[config.mk]
export PLATFORM = sky130hd
export DESIGN_NAME = axil_host_initiator
export DESIGN_NICKNAME = d
export VERILOG_FILES = /design/src/rtl/axil_host_initiator.sv
export SDC_FILE = /design/constraint.sdc
export NUM_CORES = 1
export LEC_CHECK = 0
export CORE_MARGIN = 2
export CORE_UTILIZATION = 40
export DETAILED_ROUTE_END_ITERATION = 16
export PLACE_DENSITY_LB_ADDON = 0.3
export SLEW_MARGIN = 30
export SYNTH_ARGS = -nofsm -noshare
export SYNTH_HDL_FRONTEND = slang
export SYNTH_SLANG_ARGS = --single-unit
[constraint.sdc]
create_clock -name clk_i -period 6 [get_ports clk_i]
set_input_delay 1.2 -clock clk_i [delete_from_list [all_inputs] [get_ports clk_i]]
set_output_delay 1.2 -clock clk_i [all_outputs]
set_load 0.05 [all_outputs]
[src/rtl/axil_host_initiator.sv]
// -----------------------------------------------------------------------------
// axil_host_initiator
//
// Turns single-beat host commands into complete AXI-Lite read or write
// transactions on a master port. The read data and the response code come back
// on a separate response channel. A per-transaction cycle budget turns a hung
// slave into an error response, so the host is never stalled forever.
//
// Ports
//   clk_i, rst_ni          : single clock, asynchronous active-low reset
//   cmd_*                  : host command channel (valid/ready, write flag,
//                            byte address, write data, write strobes)
//   rsp_*                  : host response channel (valid/ready, read data,
//                            BRESP/RRESP or 2'b11 on timeout, timeout flag)
//   m_aw*, m_w*, m_b*      : AXI-Lite write address / data / response channels
//   m_ar*, m_r*            : AXI-Lite read address / data channels
//
// Every output is registered except cmd_ready_o, which is decoded from state.
// -----------------------------------------------------------------------------
module axil_host_initiator #(
  parameter int unsigned ADDR_W  = 20,
  parameter int unsigned DATA_W  = 32,
  parameter int unsigned TIMEOUT = 1024
) (
  input  logic                clk_i,
  input  logic                rst_ni,
  // host command channel
  input  logic                cmd_valid_i,
  output logic                cmd_ready_o,
  input  logic                cmd_write_i,
  input  logic [ADDR_W-1:0]   cmd_addr_i,
  input  logic [DATA_W-1:0]   cmd_wdata_i,
  input  logic [DATA_W/8-1:0] cmd_wstrb_i,
  // host response channel
  output logic                rsp_valid_o,
  input  logic                rsp_ready_i,
  output logic [DATA_W-1:0]   rsp_rdata_o,
  output logic [1:0]          rsp_resp_o,
  output logic                rsp_timeout_o,
  // AXI-Lite write address channel
  output logic                m_awvalid_o,
  input  logic                m_awready_i,
  output logic [ADDR_W-1:0]   m_awaddr_o,
  output logic [2:0]          m_awprot_o,
  // AXI-Lite write data channel
  output logic                m_wvalid_o,
  input  logic                m_wready_i,
  output logic [DATA_W-1:0]   m_wdata_o,
  output logic [DATA_W/8-1:0] m_wstrb_o,
  // AXI-Lite write response channel
  input  logic                m_bvalid_i,
  output logic                m_bready_o,
  input  logic [1:0]          m_bresp_i,
  // AXI-Lite read address channel
  output logic                m_arvalid_o,
  input  logic                m_arready_i,
  output logic [ADDR_W-1:0]   m_araddr_o,
  output logic [2:0]          m_arprot_o,
  // AXI-Lite read data channel
  input  logic                m_rvalid_i,
  output logic                m_rready_o,
  input  logic [DATA_W-1:0]   m_rdata_i,
  input  logic [1:0]          m_rresp_i
);

  localparam int unsigned STRB_W = DATA_W / 8;

  typedef enum logic [2:0] {
    IDLE    = 3'd0,
    WR_REQ  = 3'd1,
    WR_RESP = 3'd2,
    RD_REQ  = 3'd3,
    RD_RESP = 3'd4,
    RSP     = 3'd5
  } state_e;

  state_e              state_q, state_d;

  logic                awvalid_q, awvalid_d;
  logic                wvalid_q,  wvalid_d;
  logic                bready_q,  bready_d;
  logic                arvalid_q, arvalid_d;
  logic                rready_q,  rready_d;
  logic [ADDR_W-1:0]   awaddr_q,  awaddr_d;
  logic [ADDR_W-1:0]   araddr_q,  araddr_d;
  logic [DATA_W-1:0]   wdata_q,   wdata_d;
  logic [STRB_W-1:0]   wstrb_q,   wstrb_d;

  logic                rsp_valid_q,   rsp_valid_d;
  logic [DATA_W-1:0]   rsp_rdata_q,   rsp_rdata_d;
  logic [1:0]          rsp_resp_q,    rsp_resp_d;
  logic                rsp_timeout_q, rsp_timeout_d;

  logic                cmd_fire_s;
  logic                bus_state_s;
  logic                aw_done_s;
  logic                w_done_s;
  logic                step_done_s;
  logic                expire_s;
  logic                abort_s;

  assign cmd_fire_s  = cmd_valid_i && (state_q == IDLE);
  assign bus_state_s = (state_q == WR_REQ)  || (state_q == WR_RESP) ||
                       (state_q == RD_REQ)  || (state_q == RD_RESP);

  // A write channel counts as done if its valid already dropped after an
  // earlier handshake, or if the handshake happens this cycle.
  assign aw_done_s = !awvalid_q || m_awready_i;
  assign w_done_s  = !wvalid_q  || m_wready_i;

  // Whether the step the FSM is waiting on completes in the current cycle.
  always_comb begin
    step_done_s = 1'b0;
    case (state_q)
      WR_REQ:  step_done_s = aw_done_s && w_done_s;
      WR_RESP: step_done_s = m_bvalid_i;
      RD_REQ:  step_done_s = m_arready_i;
      RD_RESP: step_done_s = m_rvalid_i;
      default: step_done_s = 1'b0;
    endcase
  end

  // A handshake on the expiry cycle wins over the timeout.
  assign abort_s = expire_s && !step_done_s;

  generate
    if (TIMEOUT > 0) begin : g_timeout
      localparam int unsigned       CNT_W = $clog2(TIMEOUT + 1);
      localparam logic [CNT_W-1:0] LAST  = CNT_W'(TIMEOUT - 1);

      logic [CNT_W-1:0] cnt_q, cnt_d;

      // Per-transaction bus-cycle counter, cleared when a command is taken.
      always_comb begin
        cnt_d = cnt_q;
        if (cmd_fire_s) begin
          cnt_d = '0;
        end else if (bus_state_s) begin
          cnt_d = cnt_q + CNT_W'(1);
        end else begin
          cnt_d = cnt_q;
        end
      end

      // Counter register.
      always_ff @(posedge clk_i or negedge rst_ni) begin
        if (!rst_ni) begin
          cnt_q <= '0;
        end else begin
          cnt_q <= cnt_d;
        end
      end

      // The counter holds TIMEOUT-1 during the TIMEOUT-th bus cycle.
      assign expire_s = bus_state_s && (cnt_q == LAST);
    end else begin : g_no_timeout
      assign expire_s = 1'b0;
    end
  endgenerate

  // Next-state and next-output decode for the transaction FSM.
  always_comb begin
    state_d       = state_q;
    awvalid_d     = awvalid_q;
    wvalid_d      = wvalid_q;
    bready_d      = bready_q;
    arvalid_d     = arvalid_q;
    rready_d      = rready_q;
    awaddr_d      = awaddr_q;
    araddr_d      = araddr_q;
    wdata_d       = wdata_q;
    wstrb_d       = wstrb_q;
    rsp_valid_d   = rsp_valid_q;
    rsp_rdata_d   = rsp_rdata_q;
    rsp_resp_d    = rsp_resp_q;
    rsp_timeout_d = rsp_timeout_q;

    case (state_q)
      IDLE: begin
        if (cmd_valid_i) begin
          if (cmd_write_i) begin
            awaddr_d  = cmd_addr_i;
            wdata_d   = cmd_wdata_i;
            wstrb_d   = cmd_wstrb_i;
            awvalid_d = 1'b1;
            wvalid_d  = 1'b1;
            state_d   = WR_REQ;
          end else begin
            araddr_d  = cmd_addr_i;
            arvalid_d = 1'b1;
            state_d   = RD_REQ;
          end
        end else begin
          state_d = IDLE;
        end
      end

      WR_REQ: begin
        if (aw_done_s && w_done_s) begin
          awvalid_d = 1'b0;
          wvalid_d  = 1'b0;
          bready_d  = 1'b1;
          state_d   = WR_RESP;
        end else begin
          // AW and W are independent: each valid drops on its own handshake.
          awvalid_d = awvalid_q && !m_awready_i;
          wvalid_d  = wvalid_q  && !m_wready_i;
        end
      end

      WR_RESP: begin
        if (m_bvalid_i) begin
          bready_d      = 1'b0;
          rsp_valid_d   = 1'b1;
          rsp_rdata_d   = '0;
          rsp_resp_d    = m_bresp_i;
          rsp_timeout_d = 1'b0;
          state_d       = RSP;
        end else begin
          state_d = WR_RESP;
        end
      end

      RD_REQ: begin
        if (m_arready_i) begin
          arvalid_d = 1'b0;
          rready_d  = 1'b1;
          state_d   = RD_RESP;
        end else begin
          state_d = RD_REQ;
        end
      end

      RD_RESP: begin
        if (m_rvalid_i) begin
          rready_d      = 1'b0;
          rsp_valid_d   = 1'b1;
          rsp_rdata_d   = m_rdata_i;
          rsp_resp_d    = m_rresp_i;
          rsp_timeout_d = 1'b0;
          state_d       = RSP;
        end else begin
          state_d = RD_RESP;
        end
      end

      RSP: begin
        if (rsp_ready_i) begin
          rsp_valid_d = 1'b0;
          state_d     = IDLE;
        end else begin
          state_d = RSP;
        end
      end

      default: begin
        awvalid_d   = 1'b0;
        wvalid_d    = 1'b0;
        bready_d    = 1'b0;
        arvalid_d   = 1'b0;
        rready_d    = 1'b0;
        rsp_valid_d = 1'b0;
        state_d     = IDLE;
      end
    endcase

    // Timeout abort overrides whatever the bus state decided: every master
    // valid/ready drops and an error response is queued to the host. Late
    // slave responses are deliberately left unconsumed.
    if (abort_s) begin
      awvalid_d     = 1'b0;
      wvalid_d      = 1'b0;
      bready_d      = 1'b0;
      arvalid_d     = 1'b0;
      rready_d      = 1'b0;
      rsp_valid_d   = 1'b1;
      rsp_rdata_d   = '0;
      rsp_resp_d    = 2'b11;
      rsp_timeout_d = 1'b1;
      state_d       = RSP;
    end else begin
      // No abort: the decisions made by the state decode stand.
    end
  end

  // State and registered-output flops.
  always_ff @(posedge clk_i or negedge rst_ni) begin
    if (!rst_ni) begin
      state_q       <= IDLE;
      awvalid_q     <= 1'b0;
      wvalid_q      <= 1'b0;
      bready_q      <= 1'b0;
      arvalid_q     <= 1'b0;
      rready_q      <= 1'b0;
      awaddr_q      <= '0;
      araddr_q      <= '0;
      wdata_q       <= '0;
      wstrb_q       <= '0;
      rsp_valid_q   <= 1'b0;
      rsp_rdata_q   <= '0;
      rsp_resp_q    <= 2'b00;
      rsp_timeout_q <= 1'b0;
    end else begin
      state_q       <= state_d;
      awvalid_q     <= awvalid_d;
      wvalid_q      <= wvalid_d;
      bready_q      <= bready_d;
      arvalid_q     <= arvalid_d;
      rready_q      <= rready_d;
      awaddr_q      <= awaddr_d;
      araddr_q      <= araddr_d;
      wdata_q       <= wdata_d;
      wstrb_q       <= wstrb_d;
      rsp_valid_q   <= rsp_valid_d;
      rsp_rdata_q   <= rsp_rdata_d;
      rsp_resp_q    <= rsp_resp_d;
      rsp_timeout_q <= rsp_timeout_d;
    end
  end

  assign cmd_ready_o   = (state_q == IDLE);

  assign rsp_valid_o   = rsp_valid_q;
  assign rsp_rdata_o   = rsp_rdata_q;
  assign rsp_resp_o    = rsp_resp_q;
  assign rsp_timeout_o = rsp_timeout_q;

  assign m_awvalid_o   = awvalid_q;
  assign m_awaddr_o    = awaddr_q;
  assign m_awprot_o    = 3'b000;
  assign m_wvalid_o    = wvalid_q;
  assign m_wdata_o     = wdata_q;
  assign m_wstrb_o     = wstrb_q;
  assign m_bready_o    = bready_q;
  assign m_arvalid_o   = arvalid_q;
  assign m_araddr_o    = araddr_q;
  assign m_arprot_o    = 3'b000;
  assign m_rready_o    = rready_q;

endmodule

======== Word level (Yosys, flattened, before mapping) ========
Cells that the tools add are included.
storage, ports and cells
  bits of input ports ..................... 102
  register bits ........................... 131
cells by class
  reduce and logical (&&, ||, !) cells .... 32
  add/subtract/negate cells ............... 1
  bitwise gates (word level) .............. 1
  muxes and demuxes ....................... 48
  eq/ne operators ......................... 19
operators by type and width
  kind                   count
  $mux 32                3
  $pmux 32 s2            1
  $mux 1                 22
  $mux 11                2
  $mux 3                 6
  $pmux 3 s6             1
  $reduce_and 3->1       6
  $reduce_or 4->1        4
  $pmux 1 s3             5
  $ne 3x3->1 const B     4
  $add 11x1->11 const B  1
  $eq 11x10->1 const B   1
  $ne 2x1->1 const B     5
  $ne 3x2->1 const B     3
  $mux 2                 4
  $pmux 1 s4             2
  $reduce_and 4->1       2
  $eq 3x2->1 const B     2
  $eq 3x3->1 const B     2
  $logic_and 1x1->1      6
  $logic_not 1->1        5
  $logic_or 1x1->1       5
  $pmux 2 s2             1
  $eq 3x1->1 const B     1
  other kinds (7)        7

======== Longest topological paths before layout ========
Gate-level depths: netlist (run 1).
  word-level depth ........................ 8
  mapped depth ............................ 7
  gate-level depth less buffers ........... 5

======== Worst setup path after synthesis (run 1) ========
No wires, ideal clock.
  path kind ............................... input to register
  from .................................... in m_awready_i
  to ...................................... reg rready_q (netlist: m_rready_o)
  required time ........................... 5,877 ps
  data arrival time ....................... 2,601 ps
  setup slack ............................. 3,276 ps
  library setup time ...................... 123 ps
  path buffers ............................ 1
  stages .................................. 5
  cell sequence ........................... nand2b_1 > a2111o_1 > a2111oi_4 > buf_2 > o2bb2ai_1
between the ends
  cells in the longest elaborated chain, start to end .. 7
  elaborated cells on any way between the ends .. 10
  classes of those cells .................. 3 x eq/ne; 2 x mux; 5 x reduce/logical
ends and longest elaborated chain
  element                                                    RTL line  source
  start: declaration                                         42        input logic m_awready_i,
  $logic_or 1x1->1 *                                         108       assign aw_done_s = !awvalid_q || m_awready_i;
  $logic_and 1x1->1 *                                        115       WR_REQ: step_done_s = aw_done_s && w_done_s;
  $pmux 1 s4 *                                               114       case (state_q)
  $logic_not 1->1 *                                          124       assign abort_s = expire_s && !step_done_s;
  $logic_and 1x1->1 *                                        124
  $ne 3x3->1 (no line) / $ne 2x1->1 (equally long branches)  -
  $reduce_and 3->1 (no line)                                 -
  end signal: assignment                                     309       rready_q <= rready_d;
  end: declaration                                           83        logic rready_q, rready_d;
Mark *: on every way between the ends. The rest lies on a longest branch, timed or not.
A chain may end at the register's enable or synchronous reset.

======== Worst setup path after layout (run 1) ========
  from .................................... reg state_q[0]
  to ...................................... out cmd_ready_o
between the ends
  cells in the longest elaborated chain, start to end .. 1
ends and longest elaborated chain
  element                   RTL line  source
  start: declaration        77        state_e state_q, state_d;
  start signal: assignment  304       state_q <= state_d;
  $logic_not 3->1           321       assign cmd_ready_o = (state_q == IDLE);
  end: declaration          29        output logic cmd_ready_o,
No other way between the ends.

==> results by group, run 1 <==
Clock network
  – CTS sink cnt: 131
  – Hold buffers post-CTS: 0
  – CTS tree: built
  – Cts bufs inserted: 17
  – CTS Buffer Depth: 2
  – Setup Buffers After CTS: 0
  – Htree depth: 4
  – Clk_lat worst skew: 0.42 ns
  – Root Driver: clkbuf_16
  – Post-cts resize count: 0
  – Worst-path clk slew: 0.06 ns

STA
  – Worst slew pin tran: 0.787 ns
  – Setup TNS: 0 ns
  – PnR worst setup slack: 2.29 ns
  – Slew HR: 47.6%
  – WHS: 0.492 ns
  – RSZ-0062 raised after global routing: false
  – Slew Viols, Final: 0
  – Clock skew: 0.00641 ns
  – Tcrit/Tclk final: 61.9%
  – Setup violators final: 0
  – Min cycle time layout: 3.71 ns
  – Count of final hold-check violations: 0
  – Fmax: 0.269 GHz

Worst setup path
  – Critical Path AT: 2.51 ns
  – Startpoint types: flip-flop
  – Element type at the critical path end: primary output
  – Reg2reg setup slack: 3.37 ns
  – Max incr delay on CP: 0.80 ns
  – Slowest CP cell: clkdlybuf4s50_1
  – Kind of critical path: reg -> out
  – Max FO, Critical Path: 23
  – Critical Path RT: 4.80 ns
  – CP Cell Sequence: or3_1 -> inv_1 -> clkdlybuf4s50_1

Power and ir drop
  – Total power draw: 5490 uW
  – Worst VDD drop: 0.469 mV
  – Leak: 0.00351 uW
  – Power per cell area: 649 nW/um^2

Cells and area
  – Synthesis-to-finish area growth: 52.8%
  – Share of layout cells above drive strength 1: 17.7%
  – Highest-count cells in the layout ignoring fill and taps: clkdlybuf4s50_1, dfrtp_1, mux2_2
  – N_diodes: 0
  – Fillcell total: 1052
  – Final instance area: 8470 sq um
  – Fin nets: 781
  – Leading cell type in the layout, fill and taps excluded: clkdlybuf4s50_1
  – Area taken by flip-flops and latches: 3280 sq um
  – Multi-input gate area: 2110 sq um

Global route
  – Antenna violations before repair: 0
  – Largest net degree at the start of global routing: 88
  – All-layer global routing usage: 20.6%
  – First-pass GRT wire length: 23.6 mm
  – Grt total ovfl: 0
  – Number of global-route vias before repair: 4624

Synthesis
  – Top cell type's share of synthesized area: 59.2%
  – Sequential area share after synthesis: 59.2%
  – Post-synthesis instance total: 462
  – Synth Area per Inst: 12.0 sq um
  – Mapped cell area: 5540 sq um
  – Yosys cell types: 47
  – Leading area contributor after synthesis: dfrtp_1
  – Largest cells by area after synthesis: dfrtp_1, mux2_2, a21oi_1
  – Synth Register Bits: 131
  – Synth Flop Type: dfrtp_1
  – Post-synth ARST share: 100%
  – Ys Warns: 0
  – Number of synthesized flops with an enable pin: 0

Die
  – Height of the die: 122 um
  – Rows: 42
  – IO Pins: 226
  – Chip Width: 122 um
  – Die area: 14800 sq um
  – Core area: 13400 sq um
  – Initial Utilization: 41.3%

Hold path
  – Hold Crit Class: reg -> reg

Routing
  – Wire per inst: 17.1 um
  – Total number of vias: 4472
  – Number of DRC markers in iteration 0: 281
  – Vias/cell: 5.16
  – Initial DRT Pass Iterations: 4
  – Routed WL: 14.9 mm
  – Post-route DRC: 0
  – Routed Antenna Nets: 0

Placement
  – Placed Area: 7910 sq um
  – HPWL reported at the end of detailed placement: 10.5 mm
  – Placer congestion estimate: 0.779
  – Post-Place Worst Slack: 2.50 ns
  – Count of input and output buffers: 219

Run
  – Max-cap violations: 0

Run status
  – Status: complete, no violations
==> cells by family after synthesis <==
group / share of synthesized area, %
DFF: 59.2
and+or+nand+nor: 11.6
buffers and inverters: 3.48
AOI/OAI and AO/OA: 8.43
other: 0.0677
muxes: 16.7
xor gates and xnor gates: 0.316
adders and majority gates: 0.226
==> cell usage after synthesis (5+ instances only) <==
library cell / n
inv_1: 6
clkbuf_1: 14
nor2b_1: 5
mux2_2: 77
dfrtp_1: 131
or3_1: 5
buf_2: 13
buf_4: 7
a21oi_1: 39
o21ai_0: 11
nand2_1: 44
mux2i_1: 6
nand3_1: 37
nor2_1: 14
==> critical path: cells and delay by family, from the launching register on <==
family / cells / cell delay (ns)
buf+inv: 2 / 0.91
flops: 1 / 0.65
simple gates: 1 / 0.53
==> path summary, 6_finish.rpt <==
check / start / to / depth (start not counted)
setup / recovery: state_q[0] / cmd_ready_o / 3
hold / removal: rsp_resp_o[1] / rsp_resp_o[1] / 1
setup reg to reg: state_q[0] / m_wvalid_o / 5
hold reg to reg: rsp_resp_o[1] / rsp_resp_o[1] / 1
max in group asynchronous: rst_ni / rsp_timeout_o / 2
min in group asynchronous: rst_ni / g_timeout.cnt_q[1] / 1
==> power by group <==
part / switching [uW] / internal (uW) / leakage (uW)
registers: 273 / 1280 / 0.00165
logic: 1920 / 1060 / 0.00160
clock network: 368 / 598 / 0.000265
==> per-stage QoR <==
step | std cells | util, %
2_1_floorplan | 467 | -
3_3_place_gp | 833 | 58.6
3_5_place_dp | 835 | 59.0
4_1_cts | 867 | 63.2
5_1_grt | 867 | 63.2
6_report | 867 | 63.2
==> final cells by class <==
class	count	share of cell area (%)
Clock buffer	23	5.65
Clock inverter	9	0.946
Inverter	6	0.266
Multi-Input combinational cell	296	25.0
Sequential cell	131	38.7
Tap cell	176	2.60
Timing Repair Buffer	226	26.9
==> metal layers <==
layer,GRT usage (%),up-vias,share of wire [%]
met4,9.48,0,2.5
met5,0,-,0
met2,31.2,191,46
met3,10.4,28,11
met1,24.8,2198,40
li1,-,2055,-
==> flip-flops by register name, indices dropped and copies added (netlist names), 2 cells and up <==
| signal | flops |
|---|---|
| g_timeout.cnt_q | 11 |
| rsp_resp_o | 2 |
| state_q | 3 |
| m_awaddr_o | 20 |
| m_araddr_o | 20 |
| rsp_rdata_o | 32 |
| m_wstrb_o | 4 |
| m_wdata_o | 32 |
Power figures use the tool's default switching activity.
==> inputs of run 2 (changes only) <==
--- a/config.mk
+++ b/config.mk
@@ -6,7 +6,7 @@
 export NUM_CORES = 1
 export LEC_CHECK = 0
 export CORE_MARGIN = 2
-export CORE_UTILIZATION = 40
+export CORE_UTILIZATION = 39
 export DETAILED_ROUTE_END_ITERATION = 16
 export PLACE_DENSITY_LB_ADDON = 0.3
 export SLEW_MARGIN = 30
==> constraint.sdc (replaced) <==
create_clock -name clk_i -period 3.2 [get_ports clk_i]
set_input_delay 0.64 -clock clk_i [delete_from_list [all_inputs] [get_ports clk_i]]
set_output_delay 0.64 -clock clk_i [all_outputs]
set_load 0.05 [all_outputs]
==> results by group, run 2 (same netlist as run 1, synthesis figures left out) <==
Run status
  – Status: complete, no violations

Worst setup path
  – Critical Path AT: 2.15 ns
  – Max FO, Critical Path: 4
  – FF-to-FF End: m_araddr_o[17]
  – Worst r2r src: state_q[1]
  – Reg2reg setup slack: 1.04 ns
  – Slowest CP cell: clkdlybuf4s50_1
  – Element type at the critical path end: primary output
  – Critical Path RT: 2.56 ns
  – Kind of critical path: reg -> out
  – Max incr delay on CP: 0.81 ns
  – Startpoint types: flip-flop
  – Reg2Reg Depth: 5
  – CP Cell Sequence: or3_1 -> inv_1 -> clkdlybuf4s50_1

Global route
  – First-pass GRT wire length: 22.9 mm
  – Antenna violations before repair: 0
  – Largest net degree at the start of global routing: 59
  – Grt total ovfl: 0
  – Number of global-route vias before repair: 4522
  – All-layer global routing usage: 19.9%

Routing
  – Routed Antenna Nets: 0
  – Wire per inst: 16.8 um
  – Total number of vias: 4410
  – Vias/cell: 5.04
  – Routed WL: 14.7 mm
  – Initial DRT Pass Iterations: 4
  – Post-route DRC: 0
  – Number of DRC markers in iteration 0: 204

Clock network
  – Setup Buffers After CTS: 0
  – Clk_lat worst skew: 0.41 ns
  – Root Driver: clkbuf_16
  – Worst-path clk slew: 0.06 ns
  – CTS Buffer Depth: 2
  – Htree depth: 4
  – CTS tree: built
  – Post-cts resize count: 0
  – Cts bufs inserted: 17
  – Hold buffers post-CTS: 0
  – CTS sink cnt: 131

STA
  – WHS: 0.247 ns
  – Worst slew pin tran: 0.740 ns
  – RSZ-0062 raised after global routing: false
  – Fmax: 0.359 GHz
  – Setup TNS: 0 ns
  – Clock skew: 0.00554 ns
  – Setup violators final: 0
  – Count of final hold-check violations: 0
  – Slew HR: 50.6%
  – Tcrit/Tclk final: 87.1%
  – Min cycle time layout: 2.79 ns
  – Slew Viols, Final: 0

Power and ir drop
  – Int Power: 5700 uW
  – Clk pwr share: 18.9%
  – Register share of total power: 26.8%
  – Power per cell area: 1230 nW/um^2
  – Sw Ratio: 45.7%
  – Comb power frac: 54.2%
  – Psw: 4790 uW
  – Worst VDD drop: 0.787 mV
  – Leak: 0.00357 uW

Die
  – Initial Utilization: 39.9%
  – Die area: 15200 sq um
  – Chip Width: 123 um
  – Rows: 43
  – Height of the die: 123 um
  – IO Pins: 226
  – Core area: 13900 sq um

Placement
  – HPWL reported at the end of detailed placement: 10.4 mm
  – Placer congestion estimate: 0.815
  – Dpl cells: 844
  – Count of input and output buffers: 219
  – Placed Area: 7960 sq um

Cells and area
  – Share of layout cells above drive strength 1: 18.0%
  – Leading cell type in the layout, fill and taps excluded: clkdlybuf4s50_1
  – Highest-count cells in the layout ignoring fill and taps: clkdlybuf4s50_1, dfrtp_1, mux2_2
  – Synthesis-to-finish area growth: 54.6%
  – Util after Layout: 61.7%
  – Final instance area: 8560 sq um
  – Fin nets: 786
  – N_diodes: 0
  – Final cell count without fillers: 875

Run
  – Max-cap violations: 0

Hold path
  – Hold Crit Class: in -> async
## run 2: stage by stage
step	total power (uW)	setup WS, ns
6_report	10500	0.412
5_1_grt	11000	0.337
4_1_cts	10600	0.396
3_5_place_dp	8550	0.564
3_3_place_gp	8440	0.580
2_1_floorplan	6510	1.04
## run 2: power groups by stage
stage	clock [uW]	sequential, uW	combinational [uW]
after global routing	2100	2920	5970
after CTS	2030	2830	5730
after floorplan	0	5250	1260
after global placement	0	2790	5650
after detailed placement	0	2840	5710
final	1990	2810	5690
## run 2: worst max-delay path by stage
stage | from | slack, ns | cells after the start | endpoint
finish | state_q[1] | 0.41 | 3 | cmd_ready_o
global route | state_q[1] | 0.34 | 3 | cmd_ready_o
CTS | state_q[1] | 0.40 | 3 | cmd_ready_o
detailed placement | m_awready_i | 0.56 | 6 | m_awvalid_o
global placement | m_awready_i | 0.58 | 6 | m_awvalid_o
floorplan | m_awready_i | 1.04 | 5 | m_rready_o
## run 2: per-layer routing
metal | global-route usage (%) | vias up | share of wire [%] | routed length, um
li1 | - | 2070 | - | -
met1 | 22.9 | 2132 | 39 | 5710
met2 | 31.8 | 177 | 48 | 6990
met3 | 9.18 | 31 | 10 | 1530
met4 | 9.09 | 0 | 3.0 | 439
met5 | 0 | - | 0 | 0
## run 2: cell type report
type / instances / area [sq um]
Tap cell: 180 / 225
Inverter: 6 / 22.5
Timing Repair Buffer: 231 / 2330
Sequential cell: 131 / 3280
Clock inverter: 11 / 161
Fill cell: 1088 / 5320
Multi-Input combinational cell: 296 / 2110
Clock buffer: 20 / 437
## run 2: worst max-delay path, delay by kind of cell, from the launching register on
kind                   cells  cell delay (ns)
buffers and inverters      2             0.93
and+or+nand+nor            1             0.43
DFF                        1             0.37
==> inputs of run 3 (changes only) <==
--- a/config.mk
+++ b/config.mk
@@ -5,10 +5,13 @@
 export SDC_FILE = /design/constraint.sdc
 export NUM_CORES = 1
 export LEC_CHECK = 0
+export CELL_PAD_IN_SITES_DETAIL_PLACEMENT = 0
+export CELL_PAD_IN_SITES_GLOBAL_PLACEMENT = 1
 export CORE_MARGIN = 2
-export CORE_UTILIZATION = 39
+export CORE_UTILIZATION = 30
+export CTS_CLUSTER_DIAMETER = 50
 export DETAILED_ROUTE_END_ITERATION = 16
-export PLACE_DENSITY_LB_ADDON = 0.3
+export PLACE_DENSITY_LB_ADDON = 0.12
 export SLEW_MARGIN = 30
 export SYNTH_ARGS = -nofsm -noshare
 export SYNTH_HDL_FRONTEND = slang
==> results by group, run 3 (same netlist as run 1, synthesis figures left out) <==
Worst setup path
  – Startpoint types: flip-flop
  – FF-to-FF End: m_araddr_o[3]
  – Max FO, Critical Path: 4
  – Critical path's top delay family: buffers and inverters
  – Max incr delay on CP: 0.80 ns
  – Element type at the critical path end: primary output
  – Crit path buffers/inverters: 2
  – Critical Path RT: 2.56 ns
  – Reg2Reg Depth: 5
  – Reg2reg setup slack: 1.04 ns
  – Worst r2r src: state_q[1]
  – Critical Path AT: 2.11 ns
  – CP Cell Sequence: or3_1 -> inv_1 -> clkdlybuf4s50_1
  – Slowest CP cell: clkdlybuf4s50_1
  – Kind of critical path: reg -> out

Hold path
  – Hold Crit Class: in -> async

Global route
  – Largest net degree at the start of global routing: 70
  – Routing usage on met2: 26.7%
  – All-layer global routing usage: 16.6%
  – Antenna violations before repair: 0
  – First-pass GRT wire length: 25.7 mm
  – Number of global-route vias before repair: 4702
  – Met3 Track Usage GR: 8.81%
  – Grt total ovfl: 0
  – Met1 Use GR: 19.6%
  – Gr busiest metal: met2

STA
  – Min cycle time layout: 2.75 ns
  – Slew Viols, Final: 0
  – Setup TNS: 0 ns
  – Count of final hold-check violations: 0
  – Slew HR: 52.1%
  – Clock skew: 0.00667 ns
  – Worst slew pin tran: 0.713 ns
  – Setup violators final: 0
  – Fmax: 0.364 GHz
  – PnR worst setup slack: 0.452 ns
  – Tcrit/Tclk final: 85.9%
  – RSZ-0062 raised after global routing: false

Cells and area
  – Highest-count cells in the layout ignoring fill and taps: clkdlybuf4s50_1, dfrtp_1, mux2_2
  – Leading cell type in the layout, fill and taps excluded: clkdlybuf4s50_1
  – Fillcell total: 1636
  – Synthesis-to-finish area growth: 55.4%
  – N_diodes: 0
  – Fin nets: 789
  – Share of layout cells above drive strength 1: 18.7%
  – Util after Layout: 47.7%

Die
  – Initial Utilization: 30.7%
  – Core area: 18000 sq um
  – Chip Width: 140 um
  – IO Pins: 226
  – Rows: 49
  – Height of the die: 140 um
  – Die area: 19600 sq um

Routing
  – Total number of vias: 4393
  – Routed WL: 16.0 mm
  – Vias/cell: 4.73
  – Initial DRT Pass Iterations: 4
  – Post-route DRC: 0
  – Number of DRC markers in iteration 0: 167
  – Routed Antenna Nets: 0
  – Wire per inst: 17.2 um

Power and ir drop
  – Comb power frac: 54.9%
  – Leak: 0.00357 uW
  – Sw Ratio: 46.7%
  – Register share of total power: 26.9%
  – Worst VDD drop: 0.787 mV
  – Clk pwr share: 18.2%
  – Power per cell area: 1210 nW/um^2
  – Psw: 4870 uW
  – Int Power: 5570 uW

Clock network
  – Clk_lat worst skew: 0.41 ns
  – Htree depth: 4
  – CTS Buffer Depth: 2
  – Hold buffers post-CTS: 0
  – Root Driver: clkbuf_16
  – Cts bufs inserted: 17
  – Worst-path clk slew: 0.06 ns
  – Post-cts resize count: 0
  – Setup Buffers After CTS: 0
  – CTS tree: built
  – CTS sink cnt: 131

Placement
  – Post-Place Worst Slack: 0.477 ns
  – Count of input and output buffers: 219
  – Placer congestion estimate: 0.777
  – HPWL reported at the end of detailed placement: 11.3 mm

Run
  – Max-cap violations: 0

Run status
  – Status: complete, no violations
==> run 3: metrics by stage <==
step | instances | power [uW] | area (sq um) | hold slack, ns
2_1_floorplan | 467 | 6510 | 5560 | 0.344
3_5_place_dp | 896 | 8590 | 8030 | 0.473
4_1_cts | 928 | 10600 | 8610 | 0.259
3_3_place_gp | 896 | 8530 | 8030 | 0.463
5_1_grt | 928 | 11000 | 8610 | 0.285
6_report | 928 | 10400 | 8610 | 0.251
==> run 3: area by class of cell <==
cell class	instances	area, sq um	share of cell area, %
Sequential cell	131	3280	38.1
Timing Repair Buffer	234	2330	27.1
Multi-Input combinational cell	296	2110	24.5
Clock buffer	18	429	4.99
Tap cell	229	287	3.33
Clock inverter	14	151	1.76
Inverter	6	22.5	0.262
==> run 3: worst max path at each step <==
stage | from | end | slack [ns] | depth (start not counted)
floorplan | m_awready_i | m_rready_o | 1.04 | 5
global placement | m_awready_i | m_wvalid_o | 0.50 | 6
detailed placement | m_awready_i | m_awvalid_o | 0.48 | 6
CTS | state_q[1] | cmd_ready_o | 0.44 | 3
global route | state_q[1] | cmd_ready_o | 0.39 | 3
finish | state_q[1] | cmd_ready_o | 0.45 | 3
==> run 3: worst register-to-register path: cells and delay by family, from the launching register on <==
kind,cells,cell delay [ns]
buffers and inverters,2,0.52
DFF,1,0.37
muxes,1,0.39
and+or+nand+nor,2,0.77
==> run 3: power by group through the flow <==
stage | sequential, uW | combinational, uW | clock, uW
finish | 2810 | 5730 | 1900
global route | 2920 | 6000 | 2060
CTS | 2820 | 5780 | 1960
detailed placement | 2830 | 5760 | 0
global placement | 2800 | 5740 | 0
floorplan | 5250 | 1260 | 0
==> run 3: routing by layer <==
| metal | vias to the layer above | part of all wire, % | wire, um |
|---|---|---|---|
| met1 | 2157 | 40 | 6450 |
| met2 | 146 | 48 | 7700 |
| li1 | 2076 | - | - |
| met3 | 14 | 10 | 1670 |
| met5 | - | 0 | 0 |
| met4 | 0 | 0.89 | 142 |
